## src/rtl/fetch_sequencer_pkg.sv

```systemverilog
// Shared definitions for the instruction-fetch slice: PC width, NOP encoding
// and the fetch controller state encoding.
package fetch_sequencer_pkg;

  localparam int          PC_W      = 32;
  localparam logic [31:0] NOP_INSTR = 32'h0000_0000;

  // BOOT: one idle cycle after reset before the first fetch
  // RUN:  normal fetch, PC still inside the program
  // DRAIN: PC has run past the last instruction, pipeline emptying
  // DONE: program finished, absorbing until reset
  typedef enum logic [1:0] {
    S_BOOT  = 2'd0,
    S_RUN   = 2'd1,
    S_DRAIN = 2'd2,
    S_DONE  = 2'd3
  } fetch_state_t;

endpackage

```

## src/rtl/fetch_sequencer_if_id_reg.sv

```systemverilog
// IF/ID pipeline register: instruction, PC+1 and valid bit.
// Priority is reset > clear > load > hold; clear inserts a NOP bubble.
module if_id_reg
  import fetch_sequencer_pkg::*;
(
  input  logic            clock,
  input  logic            reset,
  input  logic            clear,
  input  logic            load,
  input  logic [PC_W-1:0] instr_d,
  input  logic [PC_W-1:0] pc1_d,
  input  logic            valid_d,
  output logic [PC_W-1:0] instr,
  output logic [PC_W-1:0] pc1,
  output logic            valid
);

  // Register update: bubble on reset/clear, capture on load, otherwise hold.
  always_ff @(posedge clock) begin
    if (reset || clear) begin
      instr <= NOP_INSTR;
      pc1   <= '0;
      valid <= 1'b0;
    end else if (load) begin
      instr <= instr_d;
      pc1   <= pc1_d;
      valid <= valid_d;
    end
  end

endmodule

```

## src/rtl/fetch_sequencer.sv

```systemverilog
// Instruction-fetch controller: owns the PC, feeds the combinational
// instruction memory, fills the IF/ID register, applies stalls and EX-stage
// redirects, and detects end of program so the pipeline can drain.
//
// Control semantics: redirect_valid is a single-cycle qualifier for
// redirect_pc and is acted on in the same cycle it is high (no ready/backpressure;
// redirect always wins over stall). stall is a level that holds PC and IF/ID
// for every cycle it is high.
module fetch_sequencer
  import fetch_sequencer_pkg::*;
#(
  parameter int PROG_LENGTH = 50,
  parameter int DRAIN_CYC   = 4,
  parameter int CNT_W       = 16
) (
  input  logic             clock,
  input  logic             reset,
  input  logic             stall,
  input  logic             redirect_valid,
  input  logic [31:0]      redirect_pc,
  output logic [31:0]      imem_pc,
  input  logic [31:0]      imem_instr,
  output logic [31:0]      ifid_instr,
  output logic [31:0]      ifid_pc1,
  output logic             ifid_valid,
  output logic             flush_idex,
  output logic             done,
  output logic [CNT_W-1:0] fetch_count,
  output fetch_state_t     fsm_state
);

  localparam int              DW         = $clog2(DRAIN_CYC + 1);
  localparam logic [PC_W-1:0] LAST_PC    = PC_W'(PROG_LENGTH);
  localparam logic [DW-1:0]   DRAIN_DONE = DW'(DRAIN_CYC);

  fetch_state_t     state, state_n;
  logic [PC_W-1:0]  pc_reg, pc_n, pc_inc;
  logic [DW-1:0]    drain_cnt, drain_n;
  logic [CNT_W-1:0] count_n;
  logic             ifid_load, ifid_clear, ifid_valid_d, fetch_ok;

  // State, PC and counter registers; reset discards everything.
  always_ff @(posedge clock) begin
    if (reset) begin
      state       <= S_BOOT;
      pc_reg      <= '0;
      drain_cnt   <= '0;
      fetch_count <= '0;
    end else begin
      state       <= state_n;
      pc_reg      <= pc_n;
      drain_cnt   <= drain_n;
      fetch_count <= count_n;
    end
  end

  // Next-state, PC mux and IF/ID control: redirect > stall > advance.
  always_comb begin
    state_n      = state;
    pc_n         = pc_reg;
    drain_n      = drain_cnt;
    count_n      = fetch_count;
    ifid_load    = 1'b0;
    ifid_clear   = 1'b0;
    ifid_valid_d = 1'b0;
    pc_inc       = pc_reg + PC_W'(1);
    fetch_ok     = (pc_reg <= LAST_PC);

    case (state)
      S_BOOT: begin
        state_n = S_RUN;
      end
      S_RUN, S_DRAIN: begin
        if (redirect_valid) begin
          pc_n       = redirect_pc;
          ifid_clear = 1'b1;
          drain_n    = '0;
          state_n    = (redirect_pc <= LAST_PC) ? S_RUN : S_DRAIN;
        end else if (!stall) begin
          ifid_load    = 1'b1;
          ifid_valid_d = fetch_ok;
          pc_n         = pc_inc;
          if (fetch_ok && (fetch_count != {CNT_W{1'b1}})) begin
            count_n = fetch_count + CNT_W'(1);
          end
          if (state == S_DRAIN) begin
            drain_n = drain_cnt + DW'(1);
            if (drain_n == DRAIN_DONE) begin
              state_n = S_DONE;
            end
          end else if (pc_inc == LAST_PC + PC_W'(1)) begin
            state_n = S_DRAIN;
          end
        end
      end
      S_DONE: begin
        ifid_clear = 1'b1;
      end
      default: begin
        state_n = S_BOOT;
      end
    endcase
  end

  if_id_reg u_if_id (
    .clock   (clock),
    .reset   (reset),
    .clear   (ifid_clear),
    .load    (ifid_load),
    .instr_d (imem_instr),
    .pc1_d   (pc_inc),
    .valid_d (ifid_valid_d),
    .instr   (ifid_instr),
    .pc1     (ifid_pc1),
    .valid   (ifid_valid)
  );

  assign imem_pc    = pc_reg;
  assign flush_idex = redirect_valid && (state != S_DONE);
  assign done       = (state == S_DONE);
  assign fsm_state  = state;

endmodule
```

## config.mk

```make
export PLATFORM = sky130hd
export DESIGN_NAME = fetch_sequencer
export DESIGN_NICKNAME = d
export VERILOG_FILES = /design/src/rtl/fetch_sequencer_pkg.sv /design/src/rtl/fetch_sequencer_if_id_reg.sv /design/src/rtl/fetch_sequencer.sv
export SDC_FILE = /design/constraint.sdc
export NUM_CORES = 1
export LEC_CHECK = 0
export CAP_MARGIN = 20
export CORE_MARGIN = 8
export CORE_UTILIZATION = 45
export DETAILED_ROUTE_END_ITERATION = 8
export GPL_ROUTABILITY_DRIVEN = 0
export GPL_TIMING_DRIVEN = 0
export PLACE_DENSITY = 0.78
export SYNTH_ARGS = -nofsm -noshare
export SYNTH_HDL_FRONTEND = slang
export SYNTH_SLANG_ARGS = --single-unit
```

## constraint.sdc

```tcl
create_clock -name clock -period 3.95 [get_ports clock]
set_input_delay 1.185 -clock clock [delete_from_list [all_inputs] [get_ports clock]]
set_output_delay 1.185 -clock clock [all_outputs]
set_load 0.03 [all_outputs]
```

== After elaboration in Yosys (flattened, before gate mapping) ==
Index checks and enable logic that the tools add are counted.
Word-level totals
  input bits: 68
  memory bits (read-only): 0
  output and inout bits: 117
  memories: 0
  register bits: 118
  bits in latches: 0
  logic and storage cells: 56
  memory bits (writable): 0
Cells by class
  $add $sub $neg: 3
  div/mod/pow operators: 0
  equality and inequality tests: 11
  shifts and indexed selects: 0
  muxes and demuxes: 20
  bitwise operators: 2
  reduce and logical (&&, ||, !) cells: 11
  magnitude comparators: 2
  multiply operators: 0
Operators by type and width (number)
  <= comparator 32 x 6 -> 1 bit, second input constant: 2
  2-to-1 mux 32 bit: 2
  adder 32 x 1 -> 32 bit, second input constant: 1
  == test 32 x 6 -> 1 bit, second input constant: 1
  adder 16 x 1 -> 16 bit, second input constant: 1
  != test 16 bit, second input constant: 1
  2-to-1 mux 2 bit: 6
  2-to-1 mux 3 bit: 3
  != test 4 bit, second input constant: 2
  AND reduction 4 bit: 2
  2-to-1 mux 1 bit: 7
  == test 2 bit, second input constant: 2
  case mux 2 bit (2 select lines): 1
  nonzero test 2 bit: 2
  adder 3 x 1 -> 3 bit, second input constant: 1
  == test 3 bit, second input constant: 1
  != test 3 bit, second input constant: 1
  AND reduction 3 bit: 1
  == test 2 x 1 -> 1 bit, second input constant: 1
  logical AND 1 bit: 2
  logical NOT 2 bit: 1
  != test 2 x 1 -> 1 bit, second input constant: 1
  != test 2 bit, second input constant: 1
  NOT 1 bit: 2
  other kinds (4): 4

== Depth between registers and ports, before layout ==
  word-level depth: 7
  gate-level depth with buffers: 11
  depth with buffers taken out: 10

== Modules after synthesis ==
Synthesis repeated with hierarchy kept, for this count alone.
Second synthesis, totals
  cell total of the unflattened synthesis: 784
  area total of the unflattened synthesis: 6503.7 um^2
Modules (own cells, without submodules)
  fetch_sequencer: area an instance 4165.2 um^2, instances 1, sequential area each 1061.0 um^2, cells each 574
  if_id_reg: area an instance 2338.5 um^2, instances 1, sequential area each 1301.2 um^2, cells each 210

== Worst setup path before layout ==
No wires, ideal clock.
  kind: input to output
  from: input redirect_valid
  to: output flush_idex
  path slack: 481 ps
  stages on the path: 5
  buffers on the path: 3
  data arrival time: 2284 ps
  required time: 2765 ps
  cell sequence: clkbuf_1 -> inv_1 -> clkbuf_1 -> clkbuf_1 -> nor2_1
Between the ends
  longest elaborated chain between the ends: 1
RTL lines
  start: declaration: line fetch_sequencer.sv:19  | input logic redirect_valid,
  logical AND 1 bit: line fetch_sequencer.sv:119  | assign flush_idex = redirect_valid && (state != S_DONE);
  end: declaration: line fetch_sequencer.sv:26  | output logic flush_idex,
Every way passes these cells.

== Final worst setup path ==
  from: register pc_reg[3], in the netlist imem_pc[3]
  to: register state[0], in the netlist fsm_state[0]
Between the ends
  longest elaborated chain between the ends: 4
RTL lines
  start: declaration: line fetch_sequencer.sv:37  | logic [PC_W-1:0] pc_reg, pc_n, pc_inc;
  start signal: assignment: line fetch_sequencer.sv:51  | pc_reg <= pc_n;
  adder 32 x 1 -> 32 bit: line fetch_sequencer.sv:66  | pc_inc = pc_reg + PC_W'(1);
  == test 32 x 6 -> 1 bit: line fetch_sequencer.sv:91  | end else if (pc_inc == LAST_PC + PC_W'(1)) begin
  != test 4 bit (no source line)
  AND reduction 4 bit (no source line)
  end signal: assignment: line fetch_sequencer.sv:50  | state <= state_n;
  end: declaration: line fetch_sequencer.sv:36  | fetch_state_t state, state_n;
Every way passes these cells.
A chain may end at the register's enable or synchronous reset.

==> impl_summary.txt <==
----------------------------------------------------
[STA]
  Clock tree skew after final layout ... 0.00682 ns
  RSZ-0062 raised after global routing ... no
  Maximum operating frequency ... 0.255 GHz
  Final clock period utilization by the worst path ... 99.2%
  Tightest Pin Transition ... 1.03 ns
  Number of pins with negative max-slew slack in the final report ... 0
  Setup violations, final ... 0
  Relative slew slack ... 30.9%
  Min cycle time layout ... 3.92 ns
  Worst path setup slack after routing ... 0.0308 ns
  Number of hold-slack violations in the final timing report ... 0
  Final sum of negative setup slack ... 0 ns

[Worst setup path]
  Required time at the worst-slack endpoint ... 4.24 ns
  Max FO, Critical Path ... 8
  Critical path class ... register to register
  Cell occurring most often along the worst timing path ... nand4_1
  Startpoint of the worst register-to-register path ... imem_pc[3]
  Worst Setup Start Kind ... register
  R2R depth ... 9
  Reg-to-reg slack, setup ... 0.03 ns
  Worst endpoint data arrival time ... 4.21 ns
  Crit-path max cell delay ... 0.95 ns
  Max stage delay cell, worst path ... nor4_1
  Critical path destination ... fsm_state[0]
  Crit path capture type ... register
  Reg2reg end ... fsm_state[0]
  CP startpoint ... imem_pc[3]
  List of cells traversed by the critical path ... clkbuf_1 -> nand4_1 -> nor4_1 -> a21oi_1 -> nor4b_1 -> nand4_1 -> nor4_2 -> or2_2 -> a211oi_2

[Power and ir drop]
  Worst ir drop on vdd ... 0.291 mV
  Power per Cell Area ... 663 mW/mm^2
  Leak Pwr ... 2.88 nW

[Yosys]
  Mapped Cells ... 776
  Post-synthesis cell area ... 0.00594 mm^2
  Unique masters post-synth ... 57
  Count of yosys warnings during synthesis ... 0
  Syn Nets ... 854
  Flip-flop and latch count after synthesis ... 118
  Synth Flop Type ... dfxtp_1
  Mapped Avg Cell Area ... 7.66 um^2
  Share of flip-flops with an asynchronous set or reset ... 0%
  Number of enable-type register cells in the synthesized netlist ... 0
  Sequential cell area fraction in the yosys report ... 39.7%

[Clocking]
  Clock transition at the registers of the reported paths ... 0.06 ns
  Master cell of the clock root buffer ... clkbuf_16
  Number of buffers added by the clock tree synthesis step ... 17
  Number of H-tree levels ... 4
  TritonCTS clock tree ... done
  Insertion delay of the later-clocked pin in the worst-skew pair ... 0.42 ns
  Number of sinks driven by the clock tree ... 118
  Number of setup buffers added after CTS ... 0
  Clock buffer depth ... 2
  Post-CTS Hold Buffers ... 0

[Routing]
  DRC marker count from the first detailed-route iteration ... 633
  Remaining routing DRC violations ... 0
  Number of detailed-route iterations in the first pass ... 7
  Routed length per instance ... 18.5 um
  Via/cell ratio ... 5.68
  DRT antenna net count ... 0
  Total Routed Length ... 21.6 mm
  Vias ... 6607

[Final layout]
  Count of non-filler cells in the finished layout ... 1164
  Most frequent standard cell in the layout excluding fill and tap cells ... clkdlybuf4s50_1
  Share of final-layout standard cells stronger than drive strength 1 ... 5.87%
  Number of antenna cells inserted ... 0
  Synth-to-Final Area Change ... 44.8%
  Layout Nets ... 1054
  Area of all placed cells without fillers ... 0.00861 mm^2
  Commonest cells after routing, fill and taps aside ... clkdlybuf4s50_1 (181), nand2_1 (124), dfxtp_1 (118)

[Outcome]
  Result of the run ... finished, final reports clean

[Floorplan]
  Die X ... 131 um
  Boundary pin count ... 185
  Die ar. ... 0.0171 mm^2
  Number of standard-cell rows in the floorplan ... 42
  Die H ... 131 um
  Initial Util ... 45.4%
  Core region area ... 0.0131 mm^2

[Placed design]
  Detailed Place HPWL ... 16.3 mm
  Post-place setup slack ... -0.349 ns
  PortBufs ... 182
  Placed Cells ... 1134
  Post-DP Area ... 0.00799 mm^2

[Global routing]
  Overall track demand over capacity in global routing ... 25.4%
  Wire length of the first global-routing pass ... 33.7 mm
  Antenna violations before repair ... 0
  Vias in the first global route ... 6080
  Pin count of the biggest net entering global routing ... 17
  Overflow left after global routing ... 0

[Hold path]
  Path category of the worst min-delay check ... register to register

[Flow run]
  Reported max-cap violation count ... 0

----------------------------------------------------
-- metal layers --
metal / up-vias / global-route usage (%) / wire length [um]
li1: 3158 / - / -
met3: 51 / 6.86 / 2450
met2: 360 / 39.8 / 9830
met4: 0 / 9.86 / 618
met1: 3038 / 32.7 / 8690
met5: - / 0 / 0
-- through the flow --
step	power [W]	utilization, %	hold WS, ns
after floorplan	0.00316	-	0.469
after global placement	0.00408	61.0	0.442
after detailed placement	0.00410	61.0	0.447
after CTS	0.00570	65.7	0.454
after global routing	0.00603	65.8	0.473
final	0.00571	65.8	0.453
-- cells in the mapped netlist (2+ instances only) --
| cell type | count | area (um^2) |
|---|---|---|
| a31oi_1 | 5 | 31.3 |
| clkbuf_1 | 50 | 188 |
| a21oi_1 | 69 | 345 |
| nand4_1 | 23 | 144 |
| nand2_1 | 124 | 465 |
| nor3_1 | 26 | 130 |
| a221oi_1 | 2 | 17.5 |
| a22oi_1 | 5 | 37.5 |
| dfxtp_1 | 118 | 2360 |
| buf_1 | 2 | 7.51 |
| or2_2 | 2 | 12.5 |
| and4_1 | 2 | 17.5 |
| o32ai_1 | 2 | 17.5 |
| buf_4 | 2 | 15.0 |
| a211oi_1 | 39 | 293 |
| or3_1 | 8 | 50.1 |
| buf_2 | 12 | 60.1 |
| nand3_1 | 20 | 100 |
| o31ai_1 | 5 | 37.5 |
| o21bai_1 | 2 | 15.0 |
| o211ai_1 | 5 | 37.5 |
| and3_1 | 8 | 50.1 |
| o21ai_0 | 33 | 165 |
| nor4_2 | 2 | 25.0 |
| nor3b_1 | 3 | 22.5 |
| nor4_1 | 21 | 131 |
| nor2_1 | 88 | 330 |
| o22ai_1 | 7 | 43.8 |
| inv_1 | 11 | 41.3 |
| ha_1 | 10 | 125 |
| xor2_1 | 22 | 193 |
| mux2i_1 | 2 | 20.0 |
| xnor2_1 | 22 | 193 |
-- cells by family (layout without fill, tap and decap cells) --
family                     after synthesis  count (layout)  share of synthesized area (%)
buffers and inverters                   78             290                           5.33
xor gates and xnor gates                44              44                           6.48
AOI/OAI and AO/OA                      186             186                           19.5
adders and majority gates               10              10                           2.10
and+or+nand+nor                        337             337                           26.4
DFF                                    118             118                           39.7
muxes                                    3               3                          0.526
-- registers in the layout (all words and copies together), names as in the netlist --
name and flops:
u_if_id.instr 32, imem_pc 32, u_if_id.pc1 32, u_if_id.valid 1, fsm_state 2, drain_cnt 3
fetch_count 16
-- repair_timing --
| item | 4_1_cts | 5_1_grt |
|---|---|---|
| pin swaps | 0 | 0 |
| resized for setup | 2 | 3 |
| setup endpoints to repair | 1 | 6 |
| gates cloned | 0 | 0 |
-- critical path: cells and delay by family (launching register included) --
kind | cells | cell delay (ns)
AO/OA/AOI/OAI | 2 | 0.26
buffers and inverters | 1 | 0.31
flip-flops | 1 | 0.34
AND/OR/NAND/NOR | 6 | 2.87
-- power breakdown --
part           switching (W)  internal [W]
Clock               0.000559       0.00102
Combinational        0.00162      0.000907
Sequential          0.000185       0.00142
Total                0.00237       0.00334
-- cell type report --
class	count	area, um^2
multi-input cells	580	3280
clock inverters	12	154
repair buffers	182	1820
clock buffers	19	453
flip-flops and latches	118	2360
well taps	176	220
fillers	1124	4480
plain buffers	66	273
inverters	11	41.3
-- worst min-delay path by stage --
stage	startpoint	to	cells past startpoint	slack, ns
floorplan	drain_cnt[2]	drain_cnt[2]	2	0.47
global placement	u_if_id.instr[3]	u_if_id.instr[3]	2	0.44
detailed placement	u_if_id.instr[1]	u_if_id.instr[1]	2	0.45
CTS	u_if_id.instr[1]	u_if_id.instr[1]	2	0.45
global route	u_if_id.instr[5]	u_if_id.instr[5]	2	0.47
finish	u_if_id.instr[8]	u_if_id.instr[8]	2	0.45
(Power assumes the default switching activity.)
